`src/rtl/wb_port_arbiter.sv`:
```
// Arbitrates the register-file write port: pipeline write-back first, buffered late loads in idle cycles.
// Latency 1 cycle grant-to-port; late_ready drops when the FIFO is full; stall_req requests pipeline freeze on starvation.
// Backpressure: late path via late_ready only; the pipeline is never backpressured directly, only asked to stall.
module wb_port_arbiter #(
    parameter int WORD_LENGTH  = 32,
    parameter int DEPTH        = 4,
    parameter int STARVE_LIMIT = 8
) (
    input  logic                     clk,
    input  logic                     rst,
    input  logic                     pipe_wb_enable,
    input  logic [3:0]               pipe_wb_dest,
    input  logic [WORD_LENGTH-1:0]   pipe_wb_value,
    input  logic                     late_issue,
    input  logic [3:0]               late_issue_dest,
    input  logic                     late_valid,
    input  logic [3:0]               late_dest,
    input  logic [WORD_LENGTH-1:0]   late_value,
    output logic                     late_ready,
    output logic                     rf_wb_enable,
    output logic [3:0]               rf_wb_dest,
    output logic [WORD_LENGTH-1:0]   rf_wb_value,
    output logic [15:0]              pending_mask,
    output logic [$clog2(DEPTH):0]   fifo_count,
    output logic                     stall_req,
    output logic                     hazard_err
);

    localparam int PTR_W = $clog2(DEPTH);
    localparam int CNT_W = PTR_W + 1;
    localparam int SW    = $clog2(STARVE_LIMIT + 1);
    localparam logic [CNT_W-1:0] DEPTH_C = CNT_W'(DEPTH);
    localparam logic [SW-1:0]    LIMIT_C = SW'(STARVE_LIMIT);

    logic [3:0]             mem_dest_q  [DEPTH];
    logic [3:0]             mem_dest_d  [DEPTH];
    logic [WORD_LENGTH-1:0] mem_value_q [DEPTH];
    logic [WORD_LENGTH-1:0] mem_value_d [DEPTH];

    logic [PTR_W-1:0]       wr_ptr_q, wr_ptr_d;
    logic [PTR_W-1:0]       rd_ptr_q, rd_ptr_d;
    logic [CNT_W-1:0]       count_q, count_d;
    logic [SW-1:0]          starve_q, starve_d;
    logic                   stall_q, stall_d;
    logic [15:0]            pending_q, pending_d;
    logic                   hazard_q, hazard_d;
    logic                   rf_en_q, rf_en_d;
    logic [3:0]             rf_dest_q, rf_dest_d;
    logic [WORD_LENGTH-1:0] rf_value_q, rf_value_d;

    logic fifo_empty;
    logic push;
    logic pop;
    logic [15:0] set_mask;
    logic [15:0] clr_mask;

    always_comb begin
        fifo_empty = (count_q == '0);
        late_ready = (count_q < DEPTH_C);
        push       = late_valid & late_ready;
        // Pop only looks at pre-edge occupancy, so a fresh push never bypasses to the port.
        pop        = ~pipe_wb_enable & ~fifo_empty;
    end

    always_comb begin
        mem_dest_d  = mem_dest_q;
        mem_value_d = mem_value_q;
        wr_ptr_d    = wr_ptr_q;
        rd_ptr_d    = rd_ptr_q;
        if (push) begin
            mem_dest_d[wr_ptr_q]  = late_dest;
            mem_value_d[wr_ptr_q] = late_value;
            wr_ptr_d              = wr_ptr_q + PTR_W'(1);
        end
        if (pop) begin
            rd_ptr_d = rd_ptr_q + PTR_W'(1);
        end
        count_d = count_q + CNT_W'(push) - CNT_W'(pop);
    end

    always_comb begin
        rf_en_d    = 1'b0;
        rf_dest_d  = rf_dest_q;
        rf_value_d = rf_value_q;
        if (pipe_wb_enable) begin
            rf_en_d    = 1'b1;
            rf_dest_d  = pipe_wb_dest;
            rf_value_d = pipe_wb_value;
        end else if (pop) begin
            rf_en_d    = 1'b1;
            rf_dest_d  = mem_dest_q[rd_ptr_q];
            rf_value_d = mem_value_q[rd_ptr_q];
        end
    end

    always_comb begin
        set_mask = '0;
        clr_mask = '0;
        if (late_issue) begin
            set_mask = 16'(1) << late_issue_dest;
        end
        if (pop) begin
            clr_mask = 16'(1) << mem_dest_q[rd_ptr_q];
        end
        // A set in the same cycle as a clear of that bit must survive.
        pending_d = (pending_q & ~clr_mask) | set_mask;
        hazard_d  = hazard_q
                  | (late_issue & pending_q[late_issue_dest])
                  | (pipe_wb_enable & pending_q[pipe_wb_dest]);
    end

    always_comb begin
        starve_d = '0;
        if (!fifo_empty && pipe_wb_enable) begin
            starve_d = (starve_q == LIMIT_C) ? starve_q : starve_q + SW'(1);
        end
        stall_d = stall_q;
        if (pop) begin
            stall_d = 1'b0;
        end else if (starve_q == LIMIT_C) begin
            stall_d = 1'b1;
        end
    end

    always_ff @(posedge clk or negedge rst) begin
        if (!rst) begin
            for (int i = 0; i < DEPTH; i++) begin
                mem_dest_q[i]  <= '0;
                mem_value_q[i] <= '0;
            end
            wr_ptr_q   <= '0;
            rd_ptr_q   <= '0;
            count_q    <= '0;
            starve_q   <= '0;
            stall_q    <= 1'b0;
            pending_q  <= '0;
            hazard_q   <= 1'b0;
            rf_en_q    <= 1'b0;
            rf_dest_q  <= '0;
            rf_value_q <= '0;
        end else begin
            mem_dest_q  <= mem_dest_d;
            mem_value_q <= mem_value_d;
            wr_ptr_q    <= wr_ptr_d;
            rd_ptr_q    <= rd_ptr_d;
            count_q     <= count_d;
            starve_q    <= starve_d;
            stall_q     <= stall_d;
            pending_q   <= pending_d;
            hazard_q    <= hazard_d;
            rf_en_q     <= rf_en_d;
            rf_dest_q   <= rf_dest_d;
            rf_value_q  <= rf_value_d;
        end
    end

    assign rf_wb_enable = rf_en_q;
    assign rf_wb_dest   = rf_dest_q;
    assign rf_wb_value  = rf_value_q;
    assign pending_mask = pending_q;
    assign fifo_count   = count_q;
    assign stall_req    = stall_q;
    assign hazard_err   = hazard_q;

endmodule
```
`config.mk`:
```
export PLATFORM = sky130hd
export DESIGN_NAME = wb_port_arbiter
export DESIGN_NICKNAME = d
export VERILOG_FILES = /design/src/rtl/wb_port_arbiter.sv
export SDC_FILE = /design/constraint.sdc
export NUM_CORES = 1
export LEC_CHECK = 0
export CORE_UTILIZATION = 45
export CTS_CLUSTER_DIAMETER = 200
export CTS_CLUSTER_SIZE = 30
export DETAILED_ROUTE_END_ITERATION = 7
export DONT_BUFFER_PORTS = 1
export PLACE_DENSITY = 0.69
export SYNTH_ARGS = -nofsm -noshare
export SYNTH_HDL_FRONTEND = slang
export SYNTH_SLANG_ARGS = --single-unit
```
`constraint.sdc`:
```
create_clock -name clk -period 2.2 [get_ports clk]
set_input_delay 0.44 -clock clk [delete_from_list [all_inputs] [get_ports clk]]
set_output_delay 0.44 -clock clk [all_outputs]
set_load 0.02 [all_outputs]
```
==> flow_metrics.tcl, run 1 <==
set metrics [dict create \
    status "complete, but fails checks" \
    violations "negative hold slack" \
    synth-seq-area-share_pct 55.83 \
    path_cells "mux4_1 > or4_4 > o21ai_0 > o21ai_0" \
    hold_ws_ns -0.3601 \
    synth_cell_types 34 \
    drive_gt1_share_pct 35.38 \
    pin_count 140 \
    grt_max_degree 211 \
    path_clk_slew_ns 0.12 \
    setup_ws_ns 0.1415 \
    fin_util_pct 49.16 \
    cts.sinks 210 \
    fin_cells 920 \
    cts_htree_levels 1 \
    finalInstanceArea_sq_um 10010 \
    vdd_ir_drop_max_v 0.0007366 \
    netlist_instances 660 \
    overflow 0 \
    drtIter0Drc 197 \
    endpoint_kind "register" \
    drc 0 \
    cp-start-kind "register" \
    num_antenna_cells 0 \
    avgRoutedWirePerCell_microns 21.94 \
    num-nets-final 739 \
    start_util_pct 46.22 \
    multi_input_area_sq_um 3994 \
    max-clock-path-buffers 3 \
    num_rows 52 \
    rsz0062_at_grt "no" \
    r2r_cells 4 \
    slowest_delay_ns 0.65 \
    r2r_slack_ns 0.14 \
    die_area_sq_um 21500 \
    yosysWarnings 0 \
    root_buffer "clkbuf_16" \
    maxSlewViolCount 0 \
    drt-vias-per-instance 5.834 \
    fin_crit_ns 2.059 \
    num_vias 5367 \
    nFillCells 1744 \
    fin_crit_sh_pct 93.57 \
    cp_common_cell "o21ai_0" \
    place_congestion 0.8766 \
    cts_setup_buffers 0 \
    leakagePower_nw 4.383 \
    cts_tree "yes" \
    r2r_end "pending_mask[3]" \
    coreArea_sq_um 20360 \
    fmax_ghz 0.4858 \
    grt_usage_pct 19.33 \
    critPathArrivalTime_ns 2.41 \
    firstDrtPassIters 4 \
    total_power_mw 15.00 \
    hold_violations 210 \
    portBuffers 0 \
    hpwl_mm 13.30 \
    avgSynthCellArea_sq_um 14.26 \
    relSlewSlack_pct 59.67 \
    chipHeight_microns 146.6 \
    synth-seq-cells 210 \
    path_max_fanout 5 \
    dpl_cell_area_sq_um 9732 \
    fin_skew_ns 0.01772 \
    cts-buffers-inserted 10 \
    finalSetupViolCount 0 \
    syn2layout_area_growth_pct 6.354 \
    timing.setup.tns_ns 0 \
    required_ns 2.55 \
    syn_nets 749 \
    clk_latency_ns 0.47 \
    dp_cells 908 \
    critPathTopFamily "multiplexers" \
    grt_pass1_wl_mm 32.71 \
    ant_nets 0 \
    hold_path.class "primary input to async pin" \
    max_cap_viol_count 0 \
    crit_type "register to register" \
    grt_pass1_vias 6085 \
    crit_buf_inv 0 \
    power_density_nw_per_um2 1499 \
    cp_slowest_cell "mux4_1" \
    seq_area_sq_um 5258 \
    routed_wl_mm 20.19 \
    place_ws_ns 0.1662 \
    die_x_microns 146.6 \
    syn-cell-area_sq_um 9413 \
    reg2reg_from "rd_ptr_q[0]" \
    antenna_found_initial 0 \
    tightest_slew_ns 0.6049 \
    worstSetupPathDepth 4 \
]
-- worst register-to-register path: cells and delay by family (launching register included) --
kind,cells,cell delay (ns)
muxes,1,0.66
DFF,1,0.43
AOI/OAI and AO/OA,2,0.28
and+or+nand+nor,1,0.57
-- synth_stat cells --
cell / count / share of area [%]
dfrtp_1: 210 / 56
mux2_2: 150 / 18
o21ai_0: 59 / 3.1
nand2_1: 51 / 2.0
mux4_2: 39 / 9.3
mux2i_1: 37 / 3.9
clkbuf_1: 29 / 1.2
o21ai_1: 11 / 0.58
nor2_1: 9 / 0.36
ha_1: 7 / 0.93
nand2b_1: 7 / 0.47
buf_2: 6 / 0.32
inv_1: 6 / 0.24
xnor2_1: 6 / 0.56
nor2b_1: 3 / 0.20
nor3_1: 3 / 0.16
buf_1: 2 / 0.080
mux4_1: 2 / 0.56
nand3_1: 2 / 0.11
nand3b_1: 2 / 0.16
o22ai_1: 2 / 0.13
or2_2: 2 / 0.13
or3_1: 2 / 0.13
or4b_4: 2 / 0.29
xor2_1: 2 / 0.19
a2111o_1: 1 / 0.12
a2111oi_0: 1 / 0.093
buf_6: 1 / 0.12
fa_1: 1 / 0.21
nand4b_1: 1 / 0.093
nor4b_1: 1 / 0.093
o32ai_1: 1 / 0.093
or3b_2: 1 / 0.093
or4_4: 1 / 0.12
-- worst max-delay path by stage --
stage / startpoint / to / slack [ns]
finish: rd_ptr_q[0] / pending_mask[3] / 0.14
global route: fifo_count[2] / fifo_count[2] / 0.04
CTS: fifo_count[2] / fifo_count[2] / 0.14
detailed placement: fifo_count[2] / fifo_count[2] / 0.17
global placement: rd_ptr_q[0] / pending_mask[0] / 0.22
floorplan: fifo_count[2] / fifo_count[2] / 0.16
-- per-layer routing --
metal / part of all wire, % / GRT usage (%) / vias up
li1: - / - / 2369
met1: 39 / 23.20 / 2828
met2: 53 / 35.19 / 152
met3: 6.5 / 4.906 / 18
met4: 1.3 / 3.333 / 0
met5: 0 / 0 / -
-- power by group --
| part | internal (mW) | switching (mW) | total (mW) |
|---|---|---|---|
| Combinational | 3.19 | 2.22 | 5.41 |
| Clock | 0.909 | 1.17 | 2.08 |
| Sequential | 5.73 | 1.79 | 7.51 |
-- cell usage in the layout, fill, tap and decap left out, types with 3 or more instances in the layout --
cell / netlist / layout
nor2_1: 9 / 9
clkbuf_16: 0 / 11
nand2_1: 51 / 47
mux4_2: 39 / 39
dfrtp_1: 210 / 208
buf_4: 0 / 16
mux2i_1: 37 / 37
o21ai_0: 59 / 59
nor2b_1: 3 / 3
inv_1: 6 / 6
xnor2_1: 6 / 6
ha_1: 7 / 7
nand2b_1: 7 / 7
mux2_2: 150 / 150
o21ai_1: 11 / 11
nand2_2: 0 / 4
-- cells by family after synthesis --
group,share of synthesized area (%)
AOI/OAI and AO/OA,4.161
xor gates and xnor gates,0.7444
adders and majority gates,1.143
buffers and inverters,1.914
DFF,55.83
muxes,31.77
and+or+nand+nor,4.440
-- final cells by class --
type	instances	share of cell area (%)
timing repair buffer	16	1.200
sequential	210	52.52
inverter	6	0.2250
tap	270	3.375
clock buffer	12	2.787
multi-input combinational	406	39.89
-- state kept, by name, indices dropped and copies added (netlist names) --
name and cells:
stall_req 1, rf_wb_enable 1, rf_wb_value 32, hazard_err 1, mem_value_q 128, starve_q 4, pending_mask 16, rd_ptr_q 2
mem_dest_q 16, wr_ptr_q 2, fifo_count 3, rf_wb_dest 4
-- repair_timing --
| item | 4_1_cts | 5_1_grt |
|---|---|---|
| resized for setup | 0 | 0 |
| endpoints found under the hold margin | 210 | 210 |
| setup endpoints to repair | 0 | 0 |
Note: power is estimated with default switching activity, not from simulation.
==> run 2: changes to the inputs <==
Settings changed: CORE_UTILIZATION 45 to 57, PLACE_DENSITY 0.69 to 0.82.
==> flow_metrics.tcl, run 2 (same netlist as run 1, synthesis figures left out) <==
set metrics [dict create \
    root_buffer "clkbuf_16" \
    cts_htree_levels 1 \
    drtIter0Drc 239 \
    path_max_fanout 6 \
    max_cap_viol_count 0 \
    avgRoutedWirePerCell_microns 22.31 \
    die_x_microns 130.5 \
    r2r_end "pending_mask[11]" \
    fin_crit_sh_pct 93.36 \
    cp_slowest_cell "mux4_1" \
    clk_latency_ns 0.46 \
    leakagePower_nw 4.412 \
    start_util_pct 58.83 \
    timing.setup.tns_ns 0 \
    fin_crit_ns 2.054 \
    pin_count 140 \
    r2r_slack_ns 0.15 \
    drc 0 \
    layout_common_cells "dfrtp_1 (208), mux2_2 (150), o21ai_0 (59)" \
    num_rows 46 \
    rsz0062_at_grt "no" \
    p_sw_mw 5.168 \
    maxSlewViolCount 0 \
    coreArea_sq_um 16000 \
    cts-buffers-inserted 10 \
    clockPowerShare_pct 13.6 \
    hpwl_mm 12.75 \
    hold_ws_ns -0.3367 \
    crit_type "register to register" \
    cts_tree "yes" \
    drt-vias-per-instance 6.185 \
    wl_met1_mm 7.853 \
    firstDrtPassIters 4 \
    num_antenna_cells 0 \
    grt_pass1_wl_mm 30.50 \
    die_area_sq_um 17030 \
    hold_violations 210 \
    layout_commonest_cell "dfrtp_1" \
    path_clk_slew_ns 0.11 \
    num_vias 5362 \
    relSlewSlack_pct 62.99 \
    drive_gt1_share_pct 35.33 \
    grt_pass1_vias 5823 \
    endpoint "pending_mask[11]" \
    largest_reg_flops 128 \
    met2_length_mm 10.05 \
    path_cells "mux4_1 > or4b_4 > o21ai_0 > o21ai_0" \
    place_ws_ns 0.08123 \
    swShare_pct 34.30 \
    seq_area_sq_um 5258 \
    hold_path.class "primary input to async pin" \
    cp_common_cell "o21ai_0" \
    wl_met3_mm 1.205 \
    num-nets-final 739 \
    cts.sinks 210 \
    reg2reg_from "rd_ptr_q[0]" \
    finalSetupViolCount 0 \
    crit_start "rd_ptr_q[0]" \
    place_congestion 0.8485 \
    overflow 0 \
    grt_max_degree 211 \
    max-clock-path-buffers 3 \
    r2r_cells 4 \
    ant_nets 0 \
    cp-start-kind "register" \
    critPathArrivalTime_ns 2.39 \
    share_seq_of_total_power_pct 49.7 \
    p_comb_share_pct 36.7 \
    power_density_nw_per_um2 1507 \
    setup_ws_ns 0.1460 \
    cts_resized 0 \
    routed_wl_mm 19.35 \
    portBuffers 0 \
    multi_input_area_sq_um 3994 \
    fmax_ghz 0.4869 \
    fin_skew_ns 0.02175 \
    grt_usage_pct 23.45 \
    antenna_found_initial 0 \
    worstSetupPathDepth 4 \
    critPathTopFamily "multiplexers" \
    tightest_slew_ns 0.5551 \
    syn2layout_area_growth_pct 6.208 \
    violations "negative hold slack" \
    internal_power_mw 9.899 \
    nFillCells 1212 \
    top_register "mem_value_q" \
    top_layer "met4" \
    required_ns 2.54 \
    slowest_delay_ns 0.65 \
    chipHeight_microns 130.5 \
    endpoint_kind "register" \
    status "complete, but fails checks" \
    vdd_ir_drop_max_v 0.0006826 \
    crit_buf_inv 0 \
]
==> run 2: worst min path at each step <==
stage,to,slack (ns),depth (start not counted)
floorplan,fifo_count[0],0.14,0
global placement,pending_mask[12],0.15,0
detailed placement,pending_mask[12],0.15,0
CTS,rf_wb_enable,-0.36,0
global route,rf_wb_dest[3],-0.36,0
finish,pending_mask[12],-0.34,0
==> run 2: layer usage <==
metal / vias to the layer above / GRT usage (%)
met4: 0 / 4.868
met5: - / 0
met2: 162 / 42.79
met1: 2805 / 28.99
met3: 17 / 4.520
li1: 2378 / -
==> run 2: repair_timing <==
| action | CTS | global route |
|---|---|---|
| buffers inserted | 0 | 2 |
| hold endpoints to repair | 210 | 210 |
| setup endpoints to repair | 0 | 5 |
==> run 2: cell type report <==
class	count	share of cell area (%)
Sequential cell	210	52.59
Timing Repair Buffer	16	1.702
Multi-Input combinational cell	406	39.95
Clock buffer	13	2.829
Inverter	6	0.2253
Tap cell	216	2.703
==> run 2: worst register-to-register path: stages (launching register included) <==
cell,delay [ns]
dfrtp_2,0.45
mux4_1,0.65
or4b_4,0.57
o21ai_0,0.18
o21ai_0,0.11
==> run 2: metrics by stage <==
step	total power [mW]	instances	area [sq um]	util, %	hold slack [ns]
after floorplan	11.63	660	9418	-	0.1444
after global placement	12.61	852	9699	60.62	0.1496
after detailed placement	13.15	852	9699	60.62	0.1506
after CTS	15.19	865	9982	62.39	-0.3555
after global routing	15.97	867	9997	62.48	-0.3593
final	15.07	867	9997	62.48	-0.3367
==> run 2: power by group through the flow <==
stage          clock network, mW  registers, mW  logic, mW
6_report                    2.05           7.49       5.53
5_1_grt                     2.24           7.72       6.01
4_1_cts                     2.11           7.50       5.58
3_5_place_dp                   0           7.59       5.57
3_3_place_gp                   0           7.36       5.24
2_1_floorplan                  0           7.12       4.50
